`config.mk`:
```
export PLATFORM = sky130hd
export DESIGN_NAME = fetch_flush_ctrl
export DESIGN_NICKNAME = d
export VERILOG_FILES = /design/src/rtl/fetch_flush_ctrl.sv
export SDC_FILE = /design/constraint.sdc
export NUM_CORES = 1
export LEC_CHECK = 0
export CAP_MARGIN = 10
export CORE_AREA = 2 2 102 104
export DETAILED_ROUTE_END_ITERATION = 10
export DIE_AREA = 0 0 104 106
export HOLD_SLACK_MARGIN = 0.02
export PLACE_DENSITY = 0.66
export SLEW_MARGIN = 5
export SYNTH_ARGS = -nofsm -noshare
export SYNTH_HDL_FRONTEND = slang
export SYNTH_SLANG_ARGS = --single-unit
```
`constraint.sdc`:
```
create_clock -name clock -period 2.5 [get_ports clock]
set_input_delay 0.375 -clock clock [delete_from_list [all_inputs] [get_ports clock]]
set_output_delay 0.375 -clock clock [all_outputs]
set_load 0.1 [all_outputs]
```
`src/rtl/fetch_flush_ctrl.sv`:
```
`default_nettype none
// ============================================================================
// Module   : fetch_flush_ctrl
// Purpose  : Fetch-side control for a short in-order pipeline. Owns the fetch
//            PC, issues instruction-memory requests, parks a returned word
//            while the pipeline is stalled, produces the one-cycle advance
//            strobe, and squashes younger slots on a flush code from the
//            branch unit.
// Ports    : clock, reset           - clock (rising edge) / async active-high reset
//            stall                  - downstream hazard hold
//            resultpc               - next fetch PC chosen by the branch unit
//            flash                  - flush code (00 none, 01 one slot, 10 two, 11 illegal)
//            imem_req/imem_addr     - memory request and address (== pc)
//            imem_rdata/imem_ready  - returned word and completion
//            pc, inst               - current fetch PC and IF-slot instruction
//            enable                 - pipeline-advance strobe
//            valid_if/id/ex         - slot-valid bits
//            flush_count            - saturating count of flushing advances
//            flash_err              - sticky illegal-flush-code flag
// Revision : 1.0 - initial release
// ============================================================================
module fetch_flush_ctrl #(
    parameter int                PC_W     = 12,
    parameter int                INST_W   = 16,
    parameter logic [PC_W-1:0]   RESET_PC = '0,
    parameter logic [INST_W-1:0] NOP_INST = 16'h0000
) (
    input  logic              clock,
    input  logic              reset,
    input  logic              stall,
    input  logic [PC_W-1:0]   resultpc,
    input  logic [1:0]        flash,
    output logic              imem_req,
    output logic [PC_W-1:0]   imem_addr,
    input  logic [INST_W-1:0] imem_rdata,
    input  logic              imem_ready,
    output logic [PC_W-1:0]   pc,
    output logic [INST_W-1:0] inst,
    output logic              enable,
    output logic              valid_if,
    output logic              valid_id,
    output logic              valid_ex,
    output logic [15:0]       flush_count,
    output logic              flash_err
);

    localparam logic [1:0]  c_ST_BOOT  = 2'd0;
    localparam logic [1:0]  c_ST_FETCH = 2'd1;
    localparam logic [1:0]  c_ST_HOLD  = 2'd2;
    localparam logic [15:0] c_CNT_MAX  = 16'hFFFF;

    logic [1:0]        r_state;
    logic [1:0]        w_state_nxt;
    logic [PC_W-1:0]   r_pc;
    logic [INST_W-1:0] r_inst;
    logic [INST_W-1:0] r_hold;
    logic              r_valid_if;
    logic              r_valid_id;
    logic              r_valid_ex;
    logic [15:0]       r_flush_count;
    logic              r_flash_err;

    logic              w_req;
    logic              w_advance;
    logic              w_capture;
    logic [INST_W-1:0] w_word;
    logic              w_squash_if;
    logic              w_squash_id;

    // ------------------------------------------------------------------------
    // State register
    // ------------------------------------------------------------------------
    always_ff @(posedge clock or posedge reset) begin
        if (reset) begin
            r_state <= c_ST_BOOT;
        end else begin
            r_state <= w_state_nxt;
        end
    end

    // ------------------------------------------------------------------------
    // Next state and handshake decode
    // ------------------------------------------------------------------------
    always_comb begin
        w_state_nxt = r_state;
        w_req       = 1'b0;
        w_advance   = 1'b0;
        w_capture   = 1'b0;
        w_word      = imem_rdata;
        case (r_state)
            c_ST_BOOT: begin
                w_state_nxt = c_ST_FETCH;
            end
            c_ST_FETCH: begin
                // Request stays up with a stable address until ready; stall
                // only matters once the word has actually arrived.
                w_req = 1'b1;
                if (imem_ready) begin
                    if (stall) begin
                        w_capture   = 1'b1;
                        w_state_nxt = c_ST_HOLD;
                    end else begin
                        w_advance = 1'b1;
                    end
                end
            end
            c_ST_HOLD: begin
                // Word already parked; no re-fetch while waiting for the stall.
                w_word = r_hold;
                if (!stall) begin
                    w_advance   = 1'b1;
                    w_state_nxt = c_ST_FETCH;
                end
            end
            default: begin
                w_state_nxt = c_ST_BOOT;
            end
        endcase
    end

    // Any nonzero code kills the IF slot; bit 1 (codes 10 and 11) also kills ID.
    assign w_squash_if = |flash;
    assign w_squash_id = flash[1];

    // ------------------------------------------------------------------------
    // Datapath registers
    // ------------------------------------------------------------------------
    always_ff @(posedge clock or posedge reset) begin
        if (reset) begin
            r_pc          <= RESET_PC;
            r_inst        <= NOP_INST;
            r_hold        <= NOP_INST;
            r_valid_if    <= 1'b0;
            r_valid_id    <= 1'b0;
            r_valid_ex    <= 1'b0;
            r_flush_count <= 16'd0;
            r_flash_err   <= 1'b0;
        end else begin
            if (w_capture) begin
                r_hold <= imem_rdata;
            end
            if (w_advance) begin
                r_pc       <= resultpc;
                r_valid_ex <= r_valid_id;
                r_valid_id <= w_squash_id ? 1'b0 : r_valid_if;
                r_valid_if <= ~w_squash_if;
                r_inst     <= w_squash_if ? NOP_INST : w_word;
                if (w_squash_if && (r_flush_count != c_CNT_MAX)) begin
                    r_flush_count <= r_flush_count + 16'd1;
                end
                if (flash == 2'b11) begin
                    r_flash_err <= 1'b1;
                end
            end
        end
    end

    // ------------------------------------------------------------------------
    // Outputs
    // ------------------------------------------------------------------------
    assign imem_req    = w_req;
    assign imem_addr   = r_pc;
    assign pc          = r_pc;
    assign inst        = r_inst;
    assign enable      = w_advance;
    assign valid_if    = r_valid_if;
    assign valid_id    = r_valid_id;
    assign valid_ex    = r_valid_ex;
    assign flush_count = r_flush_count;
    assign flash_err   = r_flash_err;

endmodule
`default_nettype wire

```
Word level (Yosys, flattened, before mapping)
Cells that the tools add are included.
{"block": "totals", "reg_bits": 66, "inputBits": 34, "output_inout_bits": 62, "wordCells": 38}
{"block": "op_classes", "add_sub_neg": 1, "n_eq_ne": 7, "mux": 14, "n_bitwise": 1, "reduce_logical": 6}
{"cell": "$mux W16", "count": 2}
{"cell": "$add A16 B1 Y16 const B", "count": 1}
{"cell": "$ne A16 B16 Y1 const B", "count": 1}
{"cell": "$mux W1", "count": 7}
{"cell": "$mux W2", "count": 3}
{"cell": "$ne A2 B2 Y1 const B", "count": 3}
{"cell": "$pmux W2 S3", "count": 1}
{"cell": "$eq A2 B2 Y1 const B", "count": 2}
{"cell": "$reduce_and A2 Y1", "count": 2}
{"cell": "$reduce_and A3 Y1", "count": 1}
{"cell": "$eq A2 B1 Y1 const B", "count": 1}
{"cell": "$logic_not A2 Y1", "count": 1}
{"cell": "$pmux W1 S2", "count": 1}
{"cell": "$reduce_or A2 Y1", "count": 1}
{"cell": "$logic_and A1 B1 Y1", "count": 1}
{"cell": "$not A1 Y1", "count": 1}

Depth between registers and ports, before layout
{"block": "logic_depth", "word_depth": 4, "mapped_depth": 10, "ltp_nobuf": 7}

Worst setup path before layout
Ideal clock, no wire load.
{"block": "synth_timing", "kind": "register to output", "start": "register r_state[1]", "end": "output port enable", "arrival_time_ps": 3120, "t_required_ps": 2125, "setup_slack_ps": -995, "path_stages_with_launch": 8, "n_path_buf": 2, "path_cell_list": "dfrtp_1 > inv_1 > ha_1 > a21oi_2 > or3b_1 > buf_2 > inv_1 > buf_1"}
{"block": "synth_via", "elab_chain_cells": 2, "elab_cells_between_ends": 3, "classes_between": "2 x eq/ne; 1 x mux"}
{"item": "start: declaration", "line_no": "52", "text": "logic [1:0] r_state;"}
{"item": "start signal: assignment", "line_no": "75", "text": "r_state <= c_ST_BOOT;"}
{"item": "start signal: assignment", "line_no": "77", "text": "r_state <= w_state_nxt;"}
{"item": "$eq A2 B2 Y1 or $eq A2 B1 Y1 (tied branches)", "line_no": "90", "text": "case (r_state)"}
{"item": "$pmux W1 S2 (*)", "line_no": "90"}
{"item": "end: declaration", "line_no": "39", "text": "output logic enable,"}
Every way passes the cells marked *; elsewhere a longest branch is shown, timed or not.

Final worst setup path
Same ends and word-level chain as after synthesis.

==> flow_metrics.env <==
export IMPL_status="finished clean"
export IMPL_ant_nets=0
export IMPL_grt_pass1_wl_um=10930
export IMPL_grt_overflow=0
export IMPL_critPathArrivalTime_ps=1970
export IMPL_yosysSeqAreaShare_pct=54.93
export IMPL_syn2layout_area_growth_pct=37.16
export IMPL_synth_avg_cell_area_sq_um=11.09
export IMPL_dieArea_sq_mm=0.01102
export IMPL_synth_cell_types=31
export IMPL_worst_pin_slew_ps=489.5
export IMPL_io_buffers=95
export IMPL_grt_max_degree=50
export IMPL_nets=400
export IMPL_post_dp_cell_area_sq_mm=0.003923
export IMPL_setup_viol=0
export IMPL_yosysTopAreaCell="dfrtp_1"
export IMPL_max_cap_viol_count=0
export IMPL_insertion_delay_ps=340
export IMPL_via_count=2208
export IMPL_hold_violations=0
export IMPL_ios=96
export IMPL_layout_drive_gt1_share_pct=32.60
export IMPL_register_area_sq_mm=0.001660
export IMPL_end_kind="primary output"
export IMPL_worstSetupPathType="register to primary output"
export IMPL_core_sq_mm=0.01000
export IMPL_fin_setup_tns_ps=0
export IMPL_slew_headroom_pct=67.37
export IMPL_synthFlopType="dfrtp_1"
export IMPL_initial_core_util_pct=30.07
export IMPL_syn_inst=271
export IMPL_async_reset_ff_share_pct=100.0
export IMPL_gp_congestion=0.7307
export IMPL_synth_common_cells="dfrtp_1 (66), nand2_1 (65), mux2_2 (17), o31ai_1 (17), mux2i_1 (16)"
export IMPL_worstPathRequired_ps=2120
export IMPL_multiInputGateArea_sq_mm=0.001190
export IMPL_tritoncts="yes"
export IMPL_synth_top_area_share_pct=54.93
export IMPL_grt_total_usage_pct=12.71
export IMPL_period_share_pct=93.77
export IMPL_root_buffer="clkbuf_8"
export IMPL_cts_made_buffers=9
export IMPL_die_h_um=106
export IMPL_rows=37
export IMPL_slew_violations=0
export IMPL_dp_hpwl_um=4701
export IMPL_synth_edf_count=0
export IMPL_wl_um=6706
export IMPL_cts_num_sinks=66
export IMPL_hp_class="input pin to async pin"
export IMPL_viasPerCell=4.407
export IMPL_syn_area_sq_mm=0.003007
export IMPL_rsz0062_at_grt="false"
export IMPL_ys_top_cells_by_area="dfrtp_1 (55%), nand2_1 (8.1%), mux2_2 (6.4%)"
export IMPL_antenna_found_initial=0
export IMPL_clk_pin_slew_worst_paths_ps=80
export IMPL_synth_most_common_cell="dfrtp_1"
export IMPL_first_pass_iters=4
export IMPL_htree_num_levels=3
export IMPL_antenna_diode_count=0
export IMPL_grt_pass1_vias=2150
export IMPL_ys_ff_latch=66
export IMPL_synth_warnings=0
export IMPL_fin_area_sq_mm=0.004124
export IMPL_fillerInstances=1000
export IMPL_worstSetupStartpointType="register"
export IMPL_drc=0
export IMPL_fmax_mhz=426.6
export IMPL_drtIter0Drc=62
export IMPL_finClkSkew_ps=6.101
export IMPL_wire_per_inst_um=13.39
export IMPL_synthesis_nets=311
export IMPL_min_period_ps=2344
export IMPL_die_w_um=104
export IMPL_crit_path_max_fanout=4
export IMPL_cts_buffer_depth=2
## sequential cells by signal (all words and copies together), names as in the netlist
register	flops
r_hold	16
valid_id	1
flush_count	16
valid_if	1
valid_ex	1
inst	16
flash_err	1
imem_addr	12
r_state	2
## worst paths after layout
path,startpoint,endpoint,slack [ps],depth (start not counted)
max in group asynchronous,reset,inst[1]$_DFFE_PP0P_,1670,3
hold / removal,reset,imem_addr[3]$_DFFE_PP0P_,290,2
setup reg to reg,r_state[1]$_DFFE_PP0P_,flush_count[8]$_DFFE_PP0P_,280,6
min in group clock,flash_err$_DFFE_PP0P_,flash_err$_DFFE_PP0P_,480,1
hold reg to reg,flash_err$_DFFE_PP0P_,flash_err$_DFFE_PP0P_,480,1
setup / recovery,r_state[1]$_DFFE_PP0P_,enable,160,5
## metal layers
metal / wire [um] / vias to the layer above / track usage (%)
li1: - / 1083 / -
met1: 3085 / 1047 / 16.58
met2: 3076 / 65 / 19.17
met3: 343 / 13 / 2.820
met4: 200 / 0 / 8.012
met5: 0 / - / 0
## metrics by stage
stage | instances | worst slack [ps] | util [%] | hold WS [ps]
final | 501 | 155.8 | 41.24 | 285.3
after global routing | 501 | 27.75 | 41.24 | 296.3
after floorplan | 271 | 7.855 | - | 479.2
after CTS | 501 | 35.21 | 41.20 | 282.9
after detailed placement | 485 | 128.3 | 39.23 | 468.0
after global placement | 485 | 139.7 | 39.23 | 458.5
## what timing repair did
action	4_1_cts	5_1_grt
resized for setup	1	2
gates cloned	0	0
hold buffers	0	0
setup buffers	0	0
setup endpoints to repair	1	1
## area by class of cell
cell class | count | area share, %
Sequential cell | 66 | 40.26
Multi-Input combinational cell | 174 | 28.85
Clock buffer | 12 | 4.005
Tap cell | 136 | 4.126
Inverter | 6 | 0.6068
Clock inverter | 4 | 0.7888
Timing Repair Buffer | 103 | 21.36
## worst max-delay path: stages (launching register included)
cell and delay (ps):
dfrtp_1 400, inv_1 120, ha_1 290, or3b_2 520, inv_4 120, buf_12 170
## cells by family (layout without fill, tap and decap cells)
family / Yosys count / count (layout) / synth area share (%)
buffers and inverters: 31 / 125 / 5.909
xor gates and xnor gates: 15 / 15 / 4.369
AOI/OAI and AO/OA: 23 / 23 / 6.367
adders and majority gates: 6 / 6 / 2.497
DFF: 66 / 66 / 54.93
muxes: 34 / 34 / 12.19
and+or+nand+nor: 96 / 96 / 13.73
## placed cells by master (no fill, tap or decap), types with 2 or more instances in the layout
| cell | n |
|---|---|
| nor2_1 | 9 |
| dfrtp_2 | 7 |
| nand4_1 | 7 |
| clkinvlp_4 | 2 |
| o21ai_0 | 2 |
| ha_1 | 5 |
| xnor2_1 | 11 |
| inv_1 | 4 |
| buf_4 | 68 |
| mux2_2 | 17 |
| mux2i_1 | 16 |
| buf_12 | 2 |
| clkbuf_8 | 12 |
| dfrtp_1 | 59 |
| xor2_1 | 4 |
| clkdlybuf4s50_1 | 33 |
| nand3_1 | 7 |
| o31ai_1 | 17 |
| nand2_1 | 65 |
Power is not shown: default switching activity piles up to over one toggle a cycle in this logic, so the estimate is an artifact.
